### src/rtl/ps2_key_decoder_if.sv
// PS/2 pad lines in, decoded key state out; the decoder takes the slave side.
interface ps2_key_decoder_if;
   logic       ps2_clk;
   logic       ps2_dat;
   logic [3:0] key_value;
   logic [3:0] code_rdy;

   modport master (
      output ps2_clk,
      output ps2_dat,
      input  key_value,
      input  code_rdy
   );

   modport slave (
      input  ps2_clk,
      input  ps2_dat,
      output key_value,
      output code_rdy
   );
endinterface

### src/rtl/ps2_key_decoder.sv
// PS/2 keyboard receiver and game-key decoder; key_value updates 2 clk after the
// filtered stop-bit falling edge. No backpressure: every accepted byte is decoded at once.
module ps2_key_decoder #(
   parameter int FILTER_LEN     = 8,
   parameter int TIMEOUT_CYCLES = 50000
) (
   input  logic             clk,
   input  logic             reset,
   ps2_key_decoder_if.slave bus
);

   localparam int FW = $clog2(FILTER_LEN + 1);
   localparam int TW = $clog2(TIMEOUT_CYCLES + 1) + 1;

   typedef enum logic [1:0] {IDLE, DATA, PARITY, STOP} state_t;

   logic          clk_s1;
   logic          clk_s2;
   logic          dat_s1;
   logic          dat_s2;
   logic          filt;
   logic          filt_d;
   logic [FW-1:0] filt_cnt;
   logic          fall;

   state_t        state;
   logic [7:0]    shift;
   logic [2:0]    bit_cnt;
   logic          par;
   logic [TW-1:0] tmo_cnt;
   logic          byte_stb;
   logic [7:0]    byte_dat;
   logic          frame_err;

   logic          ext;
   logic          brk;
   logic [3:0]    key;
   logic [3:0]    mapped;
   logic          held;
   logic          press;
   logic          err;
   logic          tog;

   // Synchronizers and filter idle high so a reset never fabricates an edge.
   always_ff @(posedge clk) begin
      if (reset) begin
         clk_s1   <= 1'b1;
         clk_s2   <= 1'b1;
         dat_s1   <= 1'b1;
         dat_s2   <= 1'b1;
         filt     <= 1'b1;
         filt_d   <= 1'b1;
         filt_cnt <= '0;
      end else begin
         clk_s1 <= bus.ps2_clk;
         clk_s2 <= clk_s1;
         dat_s1 <= bus.ps2_dat;
         dat_s2 <= dat_s1;
         filt_d <= filt;
         if (clk_s2 == filt) begin
            filt_cnt <= '0;
         end else if (filt_cnt == FW'(FILTER_LEN - 1)) begin
            filt     <= clk_s2;
            filt_cnt <= '0;
         end else begin
            filt_cnt <= filt_cnt + FW'(1);
         end
      end
   end

   assign fall = filt_d & ~filt;

   always_ff @(posedge clk) begin
      if (reset) begin
         state     <= IDLE;
         shift     <= '0;
         bit_cnt   <= '0;
         par       <= 1'b0;
         tmo_cnt   <= '0;
         byte_stb  <= 1'b0;
         byte_dat  <= '0;
         frame_err <= 1'b0;
      end else begin
         byte_stb  <= 1'b0;
         frame_err <= 1'b0;
         if (state == IDLE || fall) begin
            tmo_cnt <= '0;
         end else begin
            tmo_cnt <= tmo_cnt + TW'(1);
         end

         if (state != IDLE && !fall && tmo_cnt >= TW'(TIMEOUT_CYCLES)) begin
            state     <= IDLE;
            shift     <= '0;
            bit_cnt   <= '0;
            frame_err <= 1'b1;
         end else if (fall) begin
            case (state)
               IDLE: begin
                  if (!dat_s2) begin
                     state   <= DATA;
                     bit_cnt <= '0;
                  end
               end
               DATA: begin
                  shift   <= {dat_s2, shift[7:1]};
                  bit_cnt <= bit_cnt + 3'd1;
                  if (bit_cnt == 3'd7) begin
                     state <= PARITY;
                  end
               end
               PARITY: begin
                  par   <= dat_s2;
                  state <= STOP;
               end
               STOP: begin
                  // Odd parity: data plus parity bit must hold an odd number of ones.
                  if (dat_s2 && (^{shift, par})) begin
                     byte_stb <= 1'b1;
                     byte_dat <= shift;
                  end else begin
                     frame_err <= 1'b1;
                  end
                  state <= IDLE;
               end
               default: state <= IDLE;
            endcase
         end
      end
   end

   always_comb begin
      mapped = 4'd0;
      case ({ext, byte_dat})
         9'h01D:  mapped = 4'd1;
         9'h01C:  mapped = 4'd2;
         9'h01B:  mapped = 4'd3;
         9'h023:  mapped = 4'd4;
         9'h175:  mapped = 4'd5;
         9'h172:  mapped = 4'd6;
         9'h16B:  mapped = 4'd7;
         9'h174:  mapped = 4'd8;
         9'h029:  mapped = 4'd9;
         9'h05A:  mapped = 4'd10;
         9'h076:  mapped = 4'd11;
         9'h04D:  mapped = 4'd12;
         default: mapped = 4'd0;
      endcase
   end

   always_ff @(posedge clk) begin
      if (reset) begin
         ext   <= 1'b0;
         brk   <= 1'b0;
         key   <= 4'd0;
         held  <= 1'b0;
         press <= 1'b0;
         err   <= 1'b0;
         tog   <= 1'b0;
      end else begin
         press <= 1'b0;
         if (frame_err) begin
            err <= 1'b1;
            ext <= 1'b0;
            brk <= 1'b0;
         end else if (byte_stb) begin
            if (byte_dat == 8'hE0) begin
               ext <= 1'b1;
            end else if (byte_dat == 8'hF0) begin
               brk <= 1'b1;
            end else begin
               ext <= 1'b0;
               brk <= 1'b0;
               // A break only releases the key that is currently reported.
               if (mapped != 4'd0) begin
                  if (!brk) begin
                     key   <= mapped;
                     held  <= 1'b1;
                     press <= 1'b1;
                     tog   <= ~tog;
                  end else if (mapped == key) begin
                     key  <= 4'd0;
                     held <= 1'b0;
                  end
               end
            end
         end
      end
   end

   assign bus.key_value = key;
   assign bus.code_rdy  = {tog, err, press, held};

endmodule
### src/flat_wrapper.sv
// flat-port wrapper written by rule: the top's interface ports become plain ports
module ps2_key_decoder_flat 
#(
   parameter int FILTER_LEN     = 8,
   parameter int TIMEOUT_CYCLES = 50000
)
  (clk, reset, bus_ps2_clk, bus_ps2_dat, bus_key_value, bus_code_rdy);
  ps2_key_decoder_if bus_i ();
  input  logic clk;
  input  logic reset;
  input wire logic [$bits(bus_i.ps2_clk)-1:0] bus_ps2_clk;
  input wire logic [$bits(bus_i.ps2_dat)-1:0] bus_ps2_dat;
  output wire logic [$bits(bus_i.key_value)-1:0] bus_key_value;
  output wire logic [$bits(bus_i.code_rdy)-1:0] bus_code_rdy;
  assign bus_i.ps2_clk = bus_ps2_clk;
  assign bus_i.ps2_dat = bus_ps2_dat;
  assign bus_key_value = bus_i.key_value;
  assign bus_code_rdy = bus_i.code_rdy;
  ps2_key_decoder #(.FILTER_LEN(FILTER_LEN), .TIMEOUT_CYCLES(TIMEOUT_CYCLES)) u_core (.clk(clk), .reset(reset), .bus(bus_i));
endmodule
### config.mk
export PLATFORM = sky130hd
export DESIGN_NAME = ps2_key_decoder_flat
export DESIGN_NICKNAME = d
export VERILOG_FILES = /design/src/rtl/ps2_key_decoder_if.sv /design/src/rtl/ps2_key_decoder.sv /design/src/flat_wrapper.sv
export SDC_FILE = /design/constraint.sdc
export NUM_CORES = 1
export LEC_CHECK = 0
export CORE_AREA = 2 2 82 84
export DETAILED_ROUTE_END_ITERATION = 8
export DIE_AREA = 0 0 84 86
export HOLD_SLACK_MARGIN = 0.08
export PLACE_DENSITY = 0.79
export SLEW_MARGIN = 20
export SYNTH_ARGS = -nofsm -noshare
export SYNTH_HDL_FRONTEND = slang
export SYNTH_SLANG_ARGS = --single-unit
### constraint.sdc
create_clock -name clk -period 2.1 [get_ports clk]
set_input_delay 0.42 -clock clk [delete_from_list [all_inputs] [get_ports clk]]
set_output_delay 0.42 -clock clk [all_outputs]
set_load 0.005 [all_outputs]
After elaboration in Yosys (flattened, before gate mapping)

Index checks and enable logic that the tools add are counted.

Flip-flop bits (word level): 61
Bits of input ports: 4
Output and inout port bits: 8
Word-level logic and storage cells: 109

Add/sub/neg operators: 3
Magnitude comparators: 1
Eq/ne operators: 25
Muxes and demuxes: 19
Bitwise gates (word level): 13
Reduce and logical (&&, ||, !) cells: 26

Operators by type and width:

| operator                | count |
|---|---|
| $pmux W4 S12            | 1 |
| $eq A9 B9 Y1 const B    | 4 |
| $eq A9 B5 Y1 const B    | 3 |
| $eq A9 B7 Y1 const B    | 3 |
| $eq A9 B6 Y1 const B    | 2 |
| $add A17 B1 Y17 const B | 1 |
| $ge A17 B16 Y1 const B  | 1 |
| $eq A8 B8 Y1 const B    | 2 |
| $not A1 Y1              | 12 |
| $reduce_and A6 Y1       | 2 |
| $mux W1                 | 11 |
| $reduce_and A3 Y1       | 3 |
| $reduce_xor A9 Y1       | 1 |
| $mux W4                 | 2 |
| $pmux W2 S4             | 1 |
| $reduce_and A2 Y1       | 4 |
| $pmux W3 S2             | 1 |
| $reduce_or A2 Y1        | 3 |
| $reduce_or A6 Y1        | 1 |
| $add A4 B1 Y4 const B   | 1 |
| $eq A2 B2 Y1 const B    | 2 |
| $eq A4 B3 Y1 const B    | 1 |
| $eq A4 B4 Y1            | 1 |
| $mux W2                 | 2 |
| 17 further kinds        | 22 |

Logic depth before layout (Yosys ltp)

Gate-level depths: netlist of run 1.

Depth in word-level cells: 7
Depth in mapped cells: 9
Depth with buffers taken out: 7

Worst setup path before layout of run 1

Ideal clock, no wire load.

Kind: reg-to-reg
Start point: reg u_core.byte_dat[2]
End point: reg u_core.key[1] (netlist: u_core.bus.key_value[1])
Library setup time: 95 ps
Data arrival time: 2191 ps
Required time: 2005 ps
Path slack: -187 ps
Stages on the path, launching flop included: 8
Path buffers: 1
Period minus slack after synthesis: 2287 ps
Path through: dfxtp_1 -> or3b_1 -> a2111o_1 -> a41o_1 -> a211o_1 -> buf_6 -> or4_1 -> o311ai_1

Cells in the longest elaborated chain, start to end: 5
Elaborated cells on any way between the ends: 22
Classes of those cells: 16 x eq/ne; 2 x mux; 2 x bitwise; 2 x reduce/logical

Ends and longest elaborated chain:

| element                              | RTL line               | source |
|---|---|---|
| start, declared                      | ps2_key_decoder.sv:32  | `logic [7:0] byte_dat;` |
| start signal, assigned               | ps2_key_decoder.sv:120 | `byte_dat <= shift;` |
| $eq A9 B7 Y1 (tied with other cells) | ps2_key_decoder.sv:134 | `case ({ext, byte_dat})` |
| $pmux W4 S12                         | ps2_key_decoder.sv:134 |  |
| $eq A4 B4 Y1                         | ps2_key_decoder.sv:181 | `end else if (mapped == key) begin` |
| $ne A2 B2 Y1 (no line)               | n/a                    |  |
| $reduce_and A6 Y1 (no line)          | n/a                    |  |
| end signal, assigned                 | ps2_key_decoder.sv:177 | `key <= mapped;` |
| end, declared                        | ps2_key_decoder.sv:37  | `logic [3:0] key;` |

Several ways; a longest one is shown, not always the timed one.
A chain may end at the register's enable or synchronous reset.

Worst setup path after layout of run 1

Start point: reg u_core.byte_dat[3]
End point: reg u_core.key[3] (netlist: u_core.bus.key_value[3])

Same word-level chain as after synthesis.

==> reports/metrics.yaml, run 1 <==
outcome: "complete, but fails checks"
violations: "setup timing"
die_y_um: 86
reg2reg_depth: 6
netlist_area_mm2: 0.00310
synthMuxAreaShare_pct: 5.16
vdd_drop_max_mv: 0.537
drive_above_1_share_pct: 21.2
worst_slack_ps: -268
grt_use_met3_pct: 4.72
worst_pin_slew_ps: 560
rsz0062_at_grt: "true"
placed_cells: 456
num_rows: 29
r2r_end: "u_core.bus.key_value[3]"
final_cells: 474
clock_skew_ps: 10.2
synth_area_leaders: "dfxtp_1 (39%), nor2_1 (6.4%), mux2i_1 (5.2%), xnor2_1 (4.5%), ha_1 (3.6%)"
ios: 12
antenna_found_initial: 0
clockPowerShare_pct: 48.2
finalSetupViolations: 7
synth-seq-area-share_pct: 39.3
root_buffer: "clkbuf_8"
area_growth_pct: 24.3
yosys.area.top_type: "dfxtp_1"
leakage_nw: 1.50
crit_chain: "or4bb_1 -> o21bai_1 -> a41o_1 -> a211o_1 -> or4b_1 -> o311ai_1"
dp_hpwl_um: 4490
met1_usage_pct: 22.2
cts_buffers: 9
synth-compound-area-share_pct: 12.7
whs_path_depth: 1
top_usage_layer: "met2"
power_density_mw_per_mm2: 599
max_stage_delay_ps: 540
crit_required_ps: 2340
cp_top_family: "simple AND/OR/NAND/NOR gates"
initial_utilization_pct: 49.5
crit_type: "flip-flop to flip-flop"
cts.sinks: 61
die_area_mm2: 0.00722
path_clk_slew_ps: 70
r2r-start: "u_core.byte_dat[3]"
drc_errors: 0
netlist_instances: 355
drt_iter0_drc: 81
switching_share_pct: 20.2
grt_pass1_wl_um: 11000
hold_end: "u_core.dat_s2"
drv_cap: 0
min_from: "u_core.dat_s1"
hold_viol_final: 0
fp.dieW_um: 84
slowest_stage: "or4bb_1"
port_buffers: 11
fmax_mhz: 422
wl_per_cell_um: 14.0
synthFlopType: "dfxtp_1"
cts_tree: "yes"
start_kind: "flip-flop"
syn_nets: 368
synth_top_area_share_pct: 39.3
power_frac_comb_pct: 1.5
seqPwrFrac_pct: 50.3
drtAntennaViolNets: 0
htreeDepth: 3
path_max_fanout: 6
vias: 2599
synth_top_family_by_area: "simple AND/OR/NAND/NOR gates"
drt-pass1-iter-count: 5
switchingPower_w: 0.000468
whs_ps: 413
track_usage_pct: 19.0
synth-adder-area-share_pct: 3.63
internal-power_w: 0.00184
fin_crit_ps: 2370
r2r_slack_ps: -270
synth-xor-area-share_pct: 7.50
cp-end-kind: "flip-flop"
critPathArrivalTime_ps: 2610
synthDistinctLibCells: 61
slew_headroom_pct: 62.7
grt_util_met2_pct: 32.9
synth.avg_cell_area_um2: 8.74
finalWeightedCongestion: 0.837
ys_seq_elements: 61
yosys_warnings: 0
diodes: 0
clock_latency_ps: 340
synth_edf_count: 0
avgViaCountPerCell: 5.48
grt_pass1_vias: 2459
yosys.area_share.simple_pct: 26.0
place_ws_ps: -264
wl_um: 6620
critPathBufInv: 0
hp-class: "flip-flop to flip-flop"
synth-async-reset-ratio_pct: 0
maxSlewViolCount: 0
grt_overflow: 0
coreArea_mm2: 0.00628
layout.nets: 405
clockBufferDepth: 2
grt_max_degree: 21
period_share_pct: 113
[how the worst max path moves through the flow]
stage | from | endpoint | slack [ps] | cells after the start
6_report | u_core.byte_dat[3] | u_core.bus.key_value[3] | -270 | 6
5_1_grt | u_core.byte_dat[3] | u_core.tog | -330 | 7
4_1_cts | u_core.byte_dat[5] | u_core.bus.key_value[3] | -220 | 6
3_5_place_dp | u_core.byte_dat[5] | u_core.bus.key_value[3] | -260 | 6
3_3_place_gp | u_core.byte_dat[5] | u_core.bus.key_value[3] | -240 | 6
2_1_floorplan | u_core.byte_dat[6] | u_core.bus.key_value[1] | -130 | 7
[synthesized netlist by cell type (2+ instances only)]
cell type / n
dfxtp_1: 61
nor2_1: 53
nand2_1: 20
clkbuf_1: 16
mux2i_1: 16
xnor2_1: 16
inv_1: 14
a21oi_1: 13
nand3_1: 13
ha_1: 9
xor2_1: 8
o21ai_0: 7
nand3b_1: 6
nand4_1: 6
or2_2: 6
or3_1: 6
nor3_1: 5
a211oi_1: 4
and3_1: 4
buf_4: 4
nand2b_1: 4
nor2b_1: 4
nor4bb_1: 4
and4b_1: 3
buf_2: 3
o211ai_1: 3
o311ai_1: 3
a211o_1: 2
a32oi_1: 2
and4_1: 2
buf_1: 2
nand4b_1: 2
nor4b_1: 2
o21a_1: 2
o21bai_1: 2
or3b_1: 2
or4_1: 2
[per-layer routing]
| layer | routed length [µm] | vias up |
|---|---|---|
| li1 | - | 1325 |
| met1 | 2910 | 1210 |
| met2 | 3330 | 47 |
| met3 | 217 | 17 |
| met4 | 157 | 0 |
| met5 | 0 | - |
[cell families after synthesis]
| logic type | after synthesis |
|---|---|
| adders and majority gates | 9 |
| and+or+nand+nor | 150 |
| xor gates and xnor gates | 25 |
| DFF | 61 |
| muxes | 16 |
| buffers and inverters | 40 |
| AOI/OAI and AO/OA | 54 |
[metrics by stage]
stage	total power [W]	area [µm²]	utilization (%)	setup TNS [ps]
floorplan	0.00121	3130	-	-470
global placement	0.00122	3510	56.0	-983
detailed placement	0.00122	3510	56.0	-1140
CTS	0.00233	3760	59.9	-1110
global route	0.00237	3860	61.5	-1990
finish	0.00231	3860	61.5	-1330
[layout make-up]
class                      count  area, µm²
fill                         508       2420
multi-input combinational    254       1840
sequential                    61       1230
timing repair buffer          52        438
clock buffer                  12        135
tap                           77       96.3
clock inverter                 4       72.6
inverter                      14       52.6
[power by group through the flow]
stage	clock (W)	sequential (W)	combinational [W]
final	0.00112	0.00116	0.0000337
after floorplan	0	0.00119	0.0000183
after global routing	0.00117	0.00116	0.0000373
after CTS	0.00114	0.00116	0.0000338
after detailed placement	0	0.00119	0.0000333
after global placement	0	0.00119	0.0000326
[what timing repair did]
item | 4_1_cts | 5_1_grt
endpoints found under the setup margin | 7 | 7
cloned | 0 | 0
gates resized for setup | 5 | 17
pin swaps | 5 | 12
hold buffers | 0 | 0
buffers inserted | 1 | 1
[registers in the layout, indices dropped and copies added, names as in the netlist, 2 cells and up]
name	cells
u_core.bit_cnt	3
u_core.bus.key_value	4
u_core.filt_cnt	4
u_core.tmo_cnt	17
u_core.byte_dat	8
u_core.state	2
u_core.shift	8
[placed cells by master, fill, tap and decap left out, types with 11 or more instances in the layout]
cell type,instances
a21oi_1,13
buf_4,38
clkdlybuf4s50_1,11
dfxtp_1,57
inv_1,14
mux2i_1,15
nand2_1,20
nand3_1,12
nor2_1,53
xnor2_1,15
(Power assumes the default switching activity.)
==> run 2: changes to the inputs <==
CORE_AREA = 2 2 79 81   (was 2 2 82 84)
DIE_AREA = 0 0 81 83   (was 0 0 84 86)
PLACE_DENSITY = 0.84   (was 0.79)
==> reports/metrics.yaml, run 2 (synthesis results as in run 1) <==
grt_max_degree: 18
cts_buffers: 9
largest_register_ffs: 17
power_density_mw_per_mm2: 610
power_frac_comb_pct: 1.3
hp-class: "flip-flop to flip-flop"
cp-end-kind: "flip-flop"
final_cells: 473
fin_crit_ps: 2350
nFillCells: 468
num_rows: 28
final_area_mm2: 0.00387
fp.dieW_um: 81
switching_share_pct: 19.4
maxSlewViolCount: 0
clockBufferDepth: 2
antenna_found_initial: 0
clockPowerShare_pct: 49.5
cp_top_family: "compound AO/OA/AOI/OAI gates"
drive_above_1_share_pct: 22.1
drt-pass1-iter-count: 4
drc_errors: 0
clock_skew_ps: 9.16
clock_latency_ps: 340
grt_util_met2_pct: 36.4
worst_pin_slew_ps: 549
whs_ps: 417
wl_per_cell_um: 15.1
hold_viol_final: 0
start_kind: "flip-flop"
place_area_mm2: 0.00348
crit_type: "flip-flop to flip-flop"
switchingPower_w: 0.000458
root_buffer: "clkbuf_8"
top_register: "u_core.tmo_cnt"
finalSetupViolations: 7
outcome: "complete, but fails checks"
rsz0062_at_grt: "true"
final_common_cell: "dfxtp_1"
slowest_stage: "or4_1"
grt_pass1_vias: 2539
layout.nets: 406
path_depth: 6
vdd_drop_max_mv: 0.560
htreeDepth: 3
critPathArrivalTime_ps: 2580
critPathBufInv: 0
max_stage_delay_ps: 480
critPathLaunch: "u_core.byte_dat[5]"
reg2reg_depth: 6
crit_required_ps: 2340
die_y_um: 83
area_growth_pct: 24.6
grt_pass1_wl_um: 11600
worst_slack_ps: -247
path_clk_slew_ps: 70
seqPwrFrac_pct: 49.3
vias: 2634
r2r-start: "u_core.byte_dat[5]"
drtAntennaViolNets: 0
cts_tree: "yes"
grt_overflow: 0
placed_cells: 451
initial_utilization_pct: 53.4
top_usage_layer: "met2"
avgViaCountPerCell: 5.57
ios: 12
port_buffers: 11
drv_cap: 0
die_area_mm2: 0.00672
track_usage_pct: 21.7
wl_um: 7140
whs_path_depth: 1
met1_usage_pct: 26.6
layout_common_cells: "dfxtp_1 (55), nor2_1 (53), buf_4 (40)"
hold_buffers: 0
reg_top3: "u_core.tmo_cnt: 17 flops, u_core.byte_dat: 8 flops, u_core.shift: 8 flops"
violations: "setup timing"
leakage_nw: 1.51
fmax_mhz: 426
cts.sinks: 61
drt_iter0_drc: 127
min_from: "u_core.clk_s1"
finalWeightedCongestion: 0.794
crit_chain: "or3b_1 -> a2111o_1 -> a41o_1 -> a211o_1 -> or4_1 -> o311ai_2"
period_share_pct: 112
dp_hpwl_um: 4700
internal-power_w: 0.00190
coreArea_mm2: 0.00582
path_max_fanout: 7
place_ws_ps: -265
slew_headroom_pct: 63.4
grt_use_met3_pct: 5.76
diodes: 0
==> run 2: cell count changes in the layout (fill, tap and decap cells not counted), moves of 2 or more <==
cell      previous run  this run
buf_4               38        40
clkbuf_1             3         1
clkbuf_8             9        11
dfxtp_1             57        55
==> run 2: metal layers <==
metal / up-vias / share of wire, % / wire length (µm)
li1: 1316 / - / -
met1: 1250 / 44 / 3110
met2: 53 / 51 / 3650
met3: 15 / 3.1 / 223
met4: 0 / 2.3 / 162
met5: - / 0 / 0
==> run 2: cell type report <==
cell class | instances | area [µm²] | area share, %
clock buffer | 12 | 155 | 4.01
clock inverter | 4 | 70.1 | 1.81
inverter | 14 | 52.6 | 1.36
multi-input combinational | 254 | 1830 | 47.4
sequential | 61 | 1230 | 31.8
tap | 75 | 93.8 | 2.43
timing repair buffer | 53 | 433 | 11.2
==> run 2: through the flow <==
step	utilization [%]	setup TNS, ps	power, W
after floorplan	-	-470	0.00121
after global placement	59.8	-1010	0.00122
after detailed placement	59.8	-1440	0.00122
after CTS	64.7	-1250	0.00238
after global routing	66.5	-1820	0.00244
final	66.5	-1420	0.00236
==> run 2: worst register-to-register path: cells and delay by family, from the launching register on <==
family             cells  cell delay [ps]
DFF                    1              370
and+or+nand+nor        2              850
AOI/OAI and AO/OA      4             1040
==> run 2: path summary, 6_finish.rpt <==
| path | endpoint | slack (ps) |
|---|---|---|
| hold / removal | u_core.clk_s2 | 420 |
| setup reg to reg | u_core.bus.key_value[1] | -250 |
| hold reg to reg | u_core.clk_s2 | 420 |
| setup / recovery | u_core.bus.key_value[1] | -250 |
==> run 2: what timing repair did <==
action,in CTS,in global routing
setup buffers,5,1
gates resized for setup,5,18
gates cloned,0,0
endpoints found under the setup margin,7,7
pin swaps,7,5
==> run 2: power by group through the flow <==
| stage | registers, W | clock network, W | logic (W) |
|---|---|---|---|
| 2_1_floorplan | 0.00119 | 0 | 0.0000183 |
| 3_3_place_gp | 0.00119 | 0 | 0.0000286 |
| 3_5_place_dp | 0.00119 | 0 | 0.0000288 |
| 4_1_cts | 0.00116 | 0.00119 | 0.0000289 |
| 5_1_grt | 0.00116 | 0.00125 | 0.0000327 |
| 6_report | 0.00116 | 0.00117 | 0.0000298 |
